<file path="src/rtl/regfile_dbg_pkg.sv">
// Shared types and constants for the register-file dump/load engine.
// Holds the FSM state encoding, operation mode codes and default widths.
package regfile_dbg_pkg;

  localparam int DEF_ADDRESS_WIDTH = 5;
  localparam int DEF_DATA_WIDTH    = 32;

  localparam logic MODE_DUMP = 1'b0;
  localparam logic MODE_LOAD = 1'b1;

  typedef enum logic [2:0] {
    IDLE       = 3'd0,
    DUMP_FETCH = 3'd1,
    DUMP_SEND  = 3'd2,
    LOAD       = 3'd3,
    DONE       = 3'd4
  } state_e;

endpackage

</file>
<file path="src/rtl/regfile_dumper.sv">
// Streams the whole register file out (DUMP) or fills x1..x(N-1) from an input
// stream (LOAD); a single counter walks the address space and never wraps.
module regfile_dumper
  import regfile_dbg_pkg::*;
#(
  parameter int ADDRESS_WIDTH = DEF_ADDRESS_WIDTH,
  parameter int DATA_WIDTH    = DEF_DATA_WIDTH
) (
  input  logic                     clk,
  input  logic                     rst_n_i,
  input  logic                     start_i,
  input  logic                     mode_i,
  output logic                     busy_o,
  output logic                     done_o,
  output logic [ADDRESS_WIDTH-1:0] rf_rd_addr_o,
  input  logic [DATA_WIDTH-1:0]    rf_rd_data_i,
  output logic [ADDRESS_WIDTH-1:0] rf_wr_addr_o,
  output logic                     rf_we_o,
  output logic [DATA_WIDTH-1:0]    rf_wd_o,
  output logic                     dout_valid_o,
  input  logic                     dout_ready_i,
  output logic [DATA_WIDTH-1:0]    dout_data_o,
  output logic [ADDRESS_WIDTH-1:0] dout_addr_o,
  input  logic                     din_valid_i,
  output logic                     din_ready_o,
  input  logic [DATA_WIDTH-1:0]    din_data_i,
  output state_e                   dbg_state_o
);

  // Streams: a word moves on any cycle where valid and ready are both high at
  // the rising edge; the producer holds data/address stable until then.

  localparam logic [ADDRESS_WIDTH-1:0] CNT_MAX = '1;
  localparam logic [ADDRESS_WIDTH-1:0] CNT_ONE = ADDRESS_WIDTH'(1);

  state_e                   state_q;
  logic [ADDRESS_WIDTH-1:0] counter_q;
  logic                     dout_valid_q;
  logic [DATA_WIDTH-1:0]    dout_data_q;
  logic [ADDRESS_WIDTH-1:0] dout_addr_q;
  logic                     done_q;

  logic in_dump;
  logic in_load;

  always_ff @(posedge clk) begin
    if (!rst_n_i) begin
      state_q      <= IDLE;
      counter_q    <= '0;
      dout_valid_q <= 1'b0;
      dout_data_q  <= '0;
      dout_addr_q  <= '0;
      done_q       <= 1'b0;
    end else begin
      done_q <= 1'b0;
      case (state_q)
        IDLE: begin
          if (start_i) begin
            if (mode_i == MODE_LOAD) begin
              state_q   <= LOAD;
              counter_q <= CNT_ONE;
            end else begin
              state_q   <= DUMP_FETCH;
              counter_q <= '0;
            end
          end
        end
        DUMP_FETCH: begin
          // x0 storage is never initialised, so its content is meaningless.
          dout_data_q  <= (counter_q == '0) ? '0 : rf_rd_data_i;
          dout_addr_q  <= counter_q;
          dout_valid_q <= 1'b1;
          state_q      <= DUMP_SEND;
        end
        DUMP_SEND: begin
          if (dout_ready_i) begin
            dout_valid_q <= 1'b0;
            if (counter_q == CNT_MAX) begin
              state_q <= DONE;
              done_q  <= 1'b1;
            end else begin
              counter_q <= counter_q + CNT_ONE;
              state_q   <= DUMP_FETCH;
            end
          end
        end
        LOAD: begin
          if (din_valid_i) begin
            if (counter_q == CNT_MAX) begin
              state_q <= DONE;
              done_q  <= 1'b1;
            end else begin
              counter_q <= counter_q + CNT_ONE;
            end
          end
        end
        DONE:    state_q <= IDLE;
        default: state_q <= IDLE;
      endcase
    end
  end

  assign in_dump = (state_q == DUMP_FETCH) || (state_q == DUMP_SEND);
  assign in_load = (state_q == LOAD);

  assign busy_o       = (state_q != IDLE);
  assign done_o       = done_q;
  assign rf_rd_addr_o = in_dump ? counter_q : '0;
  assign rf_wr_addr_o = in_load ? counter_q : '0;
  assign rf_we_o      = in_load & din_valid_i;
  assign rf_wd_o      = din_data_i;
  assign din_ready_o  = in_load;
  assign dout_valid_o = dout_valid_q;
  assign dout_data_o  = dout_data_q;
  assign dout_addr_o  = dout_addr_q;
  assign dbg_state_o  = state_q;

endmodule

</file>
<file path="config.mk">
export PLATFORM = sky130hd
export DESIGN_NAME = regfile_dumper
export DESIGN_NICKNAME = d
export VERILOG_FILES = /design/src/rtl/regfile_dbg_pkg.sv /design/src/rtl/regfile_dumper.sv
export SDC_FILE = /design/constraint.sdc
export NUM_CORES = 1
export LEC_CHECK = 0
export ABC_AREA = 1
export BUFFER_PORTS_ARGS = -buffer_cell sky130_fd_sc_hd__buf_4
export CAP_MARGIN = 30
export CORE_MARGIN = 1.5
export CORE_UTILIZATION = 35
export DETAILED_ROUTE_END_ITERATION = 8
export GPL_TIMING_DRIVEN = 0
export PLACE_DENSITY = 0.82
export SLEW_MARGIN = 15
export SYNTH_ARGS = -nofsm -noshare
export SYNTH_HDL_FRONTEND = slang
export SYNTH_SLANG_ARGS = --single-unit
</file>
<file path="constraint.sdc">
create_clock -name clk -period 1.67 [get_ports clk]
set_clock_uncertainty 0.2 [all_clocks]
set_input_delay 0.0835 -clock clk [delete_from_list [all_inputs] [get_ports clk]]
set_output_delay 0.0835 -clock clk [all_outputs]
set_load 0.02 [all_outputs]
</file>
=== Word level (Yosys, flattened, before mapping) ===
Index checks and enable logic that the tools add are counted.
Widths: inputs -> output; s select.

* Flip-flop bits (word level): 47
* Logic and storage cells: 47
* Output and inout bits: 87

* Reduce and logical (&&, ||, !) cells: 9
* Multiplexer cells: 22
* Add/subtract/negate cells: 1
* Bitwise logic cells: 1
* Equality and inequality tests: 8

{| class="wikitable"
|+ Operators by type and width
! operator !! number
|-
| $mux 32 || 1
|-
| $mux 5 || 6
|-
| $mux 3 || 5
|-
| $pmux 5 s3 || 1
|-
| $pmux 3 s4 || 1
|-
| $reduce_and 4->1 || 2
|-
| $eq 3x2->1 const B || 2
|-
| $ne 2x2->1 const B || 3
|-
| $reduce_bool 3->1 || 2
|-
| $add 5x1->5 const B || 1
|-
| $eq 5x5->1 const B || 1
|-
| $logic_not 5->1 || 1
|-
| $mux 1 || 5
|-
| $pmux 1 s2 || 2
|-
| $eq 3x1->1 const B || 1
|-
| $logic_not 3->1 || 1
|-
| $mux 2 || 1
|-
| $ne 2x1->1 const B || 1
|-
| $reduce_and 2->1 || 1
|-
| $reduce_bool 2->1 || 1
|-
| $and 1x1->1 || 1
|-
| $logic_or 1x1->1 || 1
|}

=== Logic depth before layout (Yosys ltp) ===
Gate-level depths: netlist of the first run.

* Word-level depth: 4
* Gate-level depth with buffers: 12

=== Worst setup path before layout of the first run ===
Ideal clock, no wire load.

* Path type: reg-to-reg
* Start point: register counter_q[0]
* End point: register counter_q[3]
* Path buffers: 0
* Arrival: 1.399 ns
* Path slack: -0.043 ns
* Stages on the path, launching flop included: 13
* Path through: dfxtp_1 ha_1 nand2_1 nor2_1 ha_1 inv_1 nand3_1 nand2_1 nand2_2 nor2_4 nand2_1 nand2_1 nor2_2

* Word-level cells in the longest chain between the ends: 4
* Elaborated cells between the ends (all ways): 6
* Classes of those cells: add/sub (1); eq/ne (1); mux (4)

{| class="wikitable"
|+ RTL lines
! what !! RTL line !! RTL
|-
| from (decl) || regfile_dumper.sv:37 || <nowiki>logic [ADDRESS_WIDTH-1:0] counter_q;</nowiki>
|-
| from (signal assigned) || regfile_dumper.sv:82 || <nowiki>counter_q <= counter_q + CNT_ONE;</nowiki>
|-
| from (signal assigned) || regfile_dumper.sv:93 || <nowiki>counter_q <= counter_q + CNT_ONE;</nowiki>
|-
| $add 5x1->5 / $eq 5x5->1 (equally long branches) || - ||
|-
| $mux 5 (*) || regfile_dumper.sv:78, regfile_dumper.sv:89 ||
|-
| $mux 5, on equally long branches || regfile_dumper.sv:88, regfile_dumper.sv:76 ||
|-
| $pmux 5 s3 (*) || regfile_dumper.sv:56 || <nowiki>case (state_q)</nowiki>
|}

Mark *: on every way between the ends. The rest lies on a longest branch, timed or not. The select of a mux whose other input is x is not followed.
A chain may end at the register's enable or synchronous reset.

=== Final worst setup path of the first run ===
* Start point: register counter_q[0]
* End point: register counter_q[4]

Same word-level chain as after synthesis.

==> results of run 1 <==
==> cell families after synthesis <==
group           count (synthesis)  share of synthesized area (%)
compound gates                 86                           19.7
fa+ha+maj                       3                           1.70
buf+inv                        64                           17.4
flops                          47                           42.7
simple gates                   92                           18.5
==> through the flow <==
stage,area [um^2],setup slack [ps],hold WS (ps)
2_1_floorplan,2210,-3.26,21.9
3_3_place_gp,3240,-99.8,115
3_5_place_dp,3240,-134,121
4_1_cts,3770,-43.5,21.8
5_1_grt,3860,-208,57.0
6_report,3860,-102,31.3
==> routing by layer <==
layer  track usage [%]  vias to the layer above
met5                 0                        -
met4              9.83                        0
met3              6.04                       29
met2              37.4                      146
met1              22.0                     1163
li1                  -                     1286
==> synthesized netlist by cell type, drive strengths merged <==
master,count
nand3b,1
nand2,19
nor3,1
ha,3
o21ai,45
nor3b,1
nand4,2
nor4,2
nand3,6
a21oi,41
dfxtp,47
clkbuf,2
nor2,60
inv,18
buf,44
==> what timing repair did <==
item,in CTS,in global routing
setup endpoints to repair,48,28
gates resized for setup,14,17
cloned,0,0
pin swaps,8,11
buffers inserted,5,6
endpoints found under the hold margin,40,0
hold buffers,36,0
==> worst reg2reg max path, cell delays in order, from the launching register on <==
cell and delay (ps):
sky130_fd_sc_hd__dfxtp_4 370, sky130_fd_sc_hd__ha_4 160, sky130_fd_sc_hd__nand2_2 70, sky130_fd_sc_hd__nor2_2 40, sky130_fd_sc_hd__ha_2 170, sky130_fd_sc_hd__inv_2 80
sky130_fd_sc_hd__nand3_2 80, sky130_fd_sc_hd__nand2_2 90, sky130_fd_sc_hd__nand2_4 60, sky130_fd_sc_hd__nor2_4 190, sky130_fd_sc_hd__nand2_1 70, sky130_fd_sc_hd__nand2_1 70
sky130_fd_sc_hd__nor2_2 30
==> state kept, by name, indices dropped and copies added, names as in the netlist <==
signal        cells
dout_data_o      32
counter_q         5
dout_addr_o       5
dbg_state_o       3
done_o            1
dout_valid_o      1
==> report_power, final <==
group	internal (W)	switching, W	leakage (nW)
registers	0.00144	0.000219	0.388
logic	0.00114	0.00158	1.43
clock network	0.000326	0.000370	0.0470
total	0.00291	0.00217	1.86
==> path summary, 6_finish.rpt <==
| path | slack [ps] | cells past startpoint | to | startpoint |
|---|---|---|---|---|
| worst max register to register | -100 | 12 | counter_q[4]$_SDFFE_PN0P_ | counter_q[0]$_SDFFE_PN0P_ |
| worst min-delay path | 30 | 4 | dbg_state_o[1]$_SDFFE_PN0P_ | start_i |
| worst max-delay path | -100 | 12 | counter_q[4]$_SDFFE_PN0P_ | counter_q[0]$_SDFFE_PN0P_ |
| worst min register to register | 300 | 2 | counter_q[3]$_SDFFE_PN0P_ | counter_q[3]$_SDFFE_PN0P_ |
==> layout make-up <==
| cell class | count | area (um^2) |
|---|---|---|
| clock buffers | 6 | 82.6 |
| clock inverters | 1 | 5.00 |
| multi-input cells | 181 | 956 |
| plain buffers | 46 | 322 |
| flip-flops and latches | 47 | 960 |
| well taps | 75 | 93.8 |
| fillers | 510 | 2130 |
| repair buffers | 171 | 1370 |
| inverters | 18 | 70.1 |
==> results.md, run 1 <==
Outcome:
- The flow ran to the end, but the final reports show violations.
- The checks that failed: setup timing.

Place:
- The wire-length estimate of the detail-placed layout is 4.86 mm.
- The post-placement cell count is 491.
- Buffers placed on the I/O ports in this run total 124.
- The congestion estimate from routability-driven global placement came to 0.840.

Worst setup path:
- The signal on the critical path passes through ha_4 > nand2_2 > nor2_2 > ha_2 > inv_2 > nand3_2 > nand2_2 > nand2_4 > nor2_4 > nand2_1 > nand2_1 > nor2_2.
- The cell family contributing the most delay on the critical path is simple AND/OR/NAND/NOR gates.
- The arrival time of the worst setup path is 1770 ps.
- The worst setup path is of the reg2reg kind.
- The sort of element at the start of the critical path is a flip-flop.
- The count of buffering cells on the critical path with inverters included is 1.
- Along the worst path, the maximum fanout reaches 7.
- For this design, the slowest cell found on the critical path is sky130_fd_sc_hd__dfxtp_4.
- Data on the critical path is required at its endpoint by 1670 ps.
- STA classifies the critical path endpoint as a flip-flop.
- In this design, the stage delay of the slowest critical-path cell is 370 ps.

Power and ir drop:
- The power density relative to cell area is 1310 nW/um^2.
- Summed over all cells, the static leakage comes to 1.86 nW.
- The total power after layout is 0.00508 W.
- The worst-case IR drop observed on VDD is 0.799 mV.

Job:
- The tool flagged a number of max-cap violations equal to 0.

Detailed routing:
- The total DRC errors in the routed layout is 0.
- The via count is 2624.
- The met3 wirelength from detailed routing is 652 um.
- The met1 wire length is 2.78 mm.
- Using the TritonRoute via totals, the vias-per-cell ratio works out to 4.81.
- After detailed routing, the total wire length is 7.31 mm.
- The first routing iteration left 99 violations.
- Before antenna repair, the detailed router went through 4 iterations.
- In this run the remaining antenna-violating nets after routing total 0.
- The highest layer touched by signal routing is met4.
- The routed length on met2 is 3.65 mm.
- After detailed routing, the average wire length per cell comes to 13.4 um.

Layout:
- The final antenna diode count is 0.
- The net count of the finished layout is 543.
- The share of cells above drive strength 1 is 47.4%.
- The post-route core utilization is 64.5%.
- The commonest non-fill, non-tap cell in the layout is sky130_fd_sc_hd__buf_4.
- The area growth from synthesis to layout is 75.1%.
- The number of cells in the finished layout apart from fillers is 545.
- Leaving out fill and tap cells, the most frequent cells in the layout are sky130_fd_sc_hd__buf_4 (172), sky130_fd_sc_hd__nor2_1 (53), sky130_fd_sc_hd__dfxtp_1 (42), sky130_fd_sc_hd__o21ai_1 (38), sky130_fd_sc_hd__dlygate4sd3_1 (36).

Timing:
- The maximum achievable frequency is 564 MHz.
- Setup repair after global routing could not meet its margin everywhere.
- The final-report setup violation count is 5.
- The final cycle utilization of the critical path is 106%.
- The count of endpoints failing hold in the final timing report is 0.
- The minimum clock period after layout is 1770 ps.
- The post-route setup TNS is -433 ps.
- Headroom to the max-slew limit came out at 73.2%.
- The transition time of the tightest slew-check pin is 402 ps.
- Across all setup checks in the final design, the least slack found is -102 ps.
- The count of pins over their slew limit is 0.

Synthesis:
- After synthesis the netlist holds a flip-flop and latch count of 47.
- The Yosys step of the flow raised 0 warnings.
- The number of nets in the synthesized netlist is 365.
- The cell count after synthesis is 292.
- Ranked by total cell area, the synthesized netlist is headed by sky130_fd_sc_hd__dfxtp_1 (43%), sky130_fd_sc_hd__buf_4 (12%), sky130_fd_sc_hd__nor2_1 (9.4%).
- The number of different library cells used by synthesis comes to 23.
- Sequential cells were found to cover 42.7% of the synthesized design area.
- The area share of the leading cell type in the synthesized netlist is 42.7%.
- The netlist area before placement is 2210 um^2.
- A synthesized cell averages 7.55 um^2.
- Of all cell types, the one taking the most synthesized area is sky130_fd_sc_hd__dfxtp_1.

Die:
- After floorplanning, the core was sized to cover 5990 um^2.
- The effective utilization at floorplan is 36.8%.
- Pin placement for this block handled 157 I/O pins.
- The number of placement rows is 28.
- The die area is 6790 um^2.
- The floorplan die width is 82.4 um.
- The die is 82.4 um tall.

Clocking:
- The tree is rooted in a sky130_fd_sc_hd__clkbuf_8.
- The number of buffers added by the clock tree synthesis step is 5.
- The clock sink count is 47.
- The clock tree from TritonCTS is yes.
- The latest clock arrival within the worst-skew pair is 290 ps.
- After clock tree synthesis, the clock-pin slew on the worst setup and hold paths is 80 ps.
- The buffer levels on the longest clock path is 2.
- The number of H-tree levels is 2.

GRT:
- Entering global routing, the biggest net connects 14 pins.
- The first global-routing pass estimated 10.8 mm of wire.
- The initial antenna violation count is 0.
- The via count of the first global-routing pass came to 2430.
- For this run, the total global-route usage over all layers was measured as 20.8%.
- Global routing finished with a remaining overflow of 0.

Hold path:
- The min-delay analysis places its worst path in the category in2reg.
(Power assumes the default switching activity.)
==> run 2, diff against run 1 <==
- PLACE_DENSITY: 0.82 -> 0.83
- clock period: 1.67 -> 1.42 ns (I/O delays scaled with it)
==> run 2 against run 1 <==
Effect of this change: the flow still finishes with violations (setup timing); wire length up 11%; non-clock buffer count up 13; setup slack worse by 270 ps; sequential power up 19%; critical path depth down 2; final area up 9.6%; first-iteration DRC count up 27%; register-to-register slack worse by 270 ps; count of clock-buffer cells in the layout down 1; combinational power up 37%.
==> results.md, run 2 (synthesis results as in run 1) <==
Power and ir drop:
- The fraction of power spent switching nets came to 42.4% (-0.33 points).
- The portion of total power attributed to sequential cells is 29.4% (-3.3 points).
- The total power after layout came to 0.00670 W (+32%).
- The clock network power share is 14.8% (+1.1 points).
- The power density relative to cell area was 1580 nW/um^2 (+20%).
- The cell internal power dissipation is 0.00386 W (+33%).
- The proportion of power drawn by combinational gates came to 55.8% (+2.2 points).
- The switching power of the nets was 0.00284 W (+31%).
- The reported leakage power was 2.00 nW (+7.5%).
- The largest voltage drop on the vdd net is 0.992 mV (+24%).

Place:
- The number of I/O port buffers is 124 (unchanged).
- The total cell area at the placement stage is 3270 um^2 (+1.2%).
- The routability-driven placement congestion ratio is 0.831 (-1.1%).
- The post-placement cell count came to 491 (unchanged).
- The HPWL reported at the end of detailed placement is 4.93 mm (+1.6%).

Detailed routing:
- The number of vias per cell is 4.84 (+0.62%).
- The DRC violation total after the first TritonRoute iteration came to 126 (+27%).
- The routed length per placed instance is 14.5 um (+8.1%).
- The total DRC errors in the routed layout is 0 (unchanged).
- The final antenna-violating net count is 0 (unchanged).
- The via count is 2708 (+3.2%).
- The wire length after detailed routing is 8.10 mm (+11%).
- The number of optimization iterations in the first detailed-route pass is 4 (unchanged).

Worst setup path:
- The data required time of the critical path is 1410 ps (-260 ps).
- The arrival time of the worst setup path is 1780 ps (about the same).
- The worst setup path is launched from a flip-flop.
- The biggest fanout along the worst timing path was 4 (-3).
- The capturing element type of the critical path is a flip-flop.
- The category of the most critical setup path is reg2reg.

Layout:
- The layout-stage area growth over the synthesis result is 91.9%.
- The filler cell count in the final layout is 469 (-8.0%).
- The library cell used most frequently in the layout, excluding fill and tap cells, is sky130_fd_sc_hd__buf_4.
- The final antenna diode count is 0 (unchanged).
- The net count of the finished layout is 556 (+2.4%).
- The number of cells in the finished layout apart from fillers is 559 (+2.6%).
- The post-route cell area came to 4230 um^2 (+9.6%).
- The flip-flop count of the largest register, all copies and words added was 32 (unchanged).
- In the layout the commonest cells are sky130_fd_sc_hd__buf_4 (163), sky130_fd_sc_hd__nor2_1 (45), sky130_fd_sc_hd__dfxtp_1 (42), sky130_fd_sc_hd__a21oi_1 (38), sky130_fd_sc_hd__dlygate4sd3_1 (37).
- The share of cells above drive strength 1 is 52.5% (+5.0 points).

Die:
- The effective utilization at floorplan is 36.8% (unchanged).
- The core box area came to 5990 um^2 (unchanged).
- The floorplan die width came to 82.4 um (unchanged).
- The number of placement rows is 28 (unchanged).
- The die area is 6790 um^2 (unchanged).
- The number of primary I/O pins is 157 (unchanged).
- The vertical extent of the die is 82.4 um (unchanged).

GRT:
- The global-route wire length before repair is 11.7 mm (+8.1%).
- The met1 usage is 25.3% (+3.3 points).
- The met2 global-route usage is 41.5% (+4.1 points).
- The via count of the first global-routing pass is 2547 (+4.8%).
- The global-route met3 utilization was 5.16% (-0.88 points).
- The global route total overflow was 0 (unchanged).
- The overall track demand over capacity in global routing is 22.7% (+2.0 points).
- The initial antenna violation count is 0 (unchanged).
- The pin count of the biggest net entering global routing is 16 (+2).
- The busiest layer in global routing is met2.

Job:
- The total of max-cap violations is 0 (unchanged).

Clocking:
- The number of H-tree levels is 2 (unchanged).
- The cell sitting at the root of the clock tree is a sky130_fd_sc_hd__clkbuf_8.
- The number of buffers added by the clock tree synthesis step came to 5 (unchanged).
- The clock transition at the register clock pins on the worst setup and hold paths after CTS is 90 ps (about the same).
- The buffer levels on the longest clock path came to 2 (unchanged).
- The latest clock arrival within the worst-skew pair is 300 ps (about the same).
- The clock tree from TritonCTS is yes.
- The clock sink count is 47 (unchanged).

Outcome:
- The run finished, with violations left.
- The checks that failed: setup timing.

Timing:
- The transition time of the tightest slew-check pin is 434 ps (+31.5 ps).
- The minimum clock period after layout was 1790 ps (+18.2 ps).
- The post-route setup TNS is -9590 ps (-9150 ps).
- The tightest slew margin relative to the limit is 70.8% (-2.4 points).
- Setup repair after global routing could not meet its margin everywhere.
- The final critical-path setup slack is -370 ps (-268 ps).
- The final-report setup violation count came to 55 (+50).
- The maximum achievable frequency is 559 MHz (-1.0%).
- The count of endpoints failing hold in the final timing report came to 0 (unchanged).
- The count of pins over their slew limit is 0 (unchanged).
- The final cycle utilization of the critical path is 126% (+20 points).

Hold path:
- The type of the worst min-delay path is in2out.
run 2: path summary, 6_finish.rpt:
check                            startpoint                          end  slack (ps)  cells after the start
setup / recovery  counter_q[1]$_SDFFE_PN0P_  dbg_state_o[1]$_SDFFE_PN0P_        -370                     10
hold / removal               din_data_i[28]                  rf_wd_o[28]         140                      2
setup reg to reg  counter_q[1]$_SDFFE_PN0P_  dbg_state_o[1]$_SDFFE_PN0P_        -370                     10
hold reg to reg   counter_q[3]$_SDFFE_PN0P_    counter_q[3]$_SDFFE_PN0P_         320                      2
run 2: power groups by stage:
stage          logic, W  registers, W  clock network [W]
6_report        0.00374       0.00197           0.000993
5_1_grt         0.00406       0.00201            0.00106
4_1_cts         0.00343       0.00193            0.00100
3_5_place_dp    0.00285       0.00197                  0
3_3_place_gp    0.00279       0.00195                  0
2_1_floorplan   0.00142       0.00231                  0
run 2: area by class of cell:
type,count,area (um^2),area share (%)
plain buffers,46,348,8.22
clock buffers,5,68.8,1.63
clock inverters,3,43.8,1.03
inverters,18,103,2.42
multi-input cells,181,1070,25.2
flip-flops and latches,47,960,22.7
well taps,75,93.8,2.22
repair buffers,184,1550,36.6
run 2: metrics by stage:
step                worst slack (ps)  utilization, %  hold WS [ps]
finish                          -370            70.7           139
global route                    -433            70.7           143
CTS                             -301            68.2           139
detailed placement              -338            54.7           108
global placement                -304            54.7           104
floorplan                       -200               -          9.37
run 2: timing repair:
item,CTS,global route
hold endpoints to repair,40,0
pin swaps,7,10
gates resized for setup,55,34
setup buffers,17,6
setup endpoints to repair,56,60
cloned,1,0
hold buffers,37,0
run 2: worst max-delay path, cell delays in order (launching register included):
cell and delay [ps]:
sky130_fd_sc_hd__dfxtp_4 400, sky130_fd_sc_hd__ha_4 160, sky130_fd_sc_hd__nand2_4 50, sky130_fd_sc_hd__nor2_2 110, sky130_fd_sc_hd__ha_2 170, sky130_fd_sc_hd__inv_2 50
sky130_fd_sc_hd__buf_4 120, sky130_fd_sc_hd__o21ai_2 140, sky130_fd_sc_hd__nand4_1 110, sky130_fd_sc_hd__nand3_1 100, sky130_fd_sc_hd__inv_1 60
run 2: routing by layer:
metal | vias up | part of all wire [%] | routed length (um)
met4 | 0 | 3.5 | 284
met5 | - | 0 | 0
met1 | 1242 | 37 | 3020
met3 | 30 | 7.3 | 594
li1 | 1306 | - | -
met2 | 130 | 52 | 4200
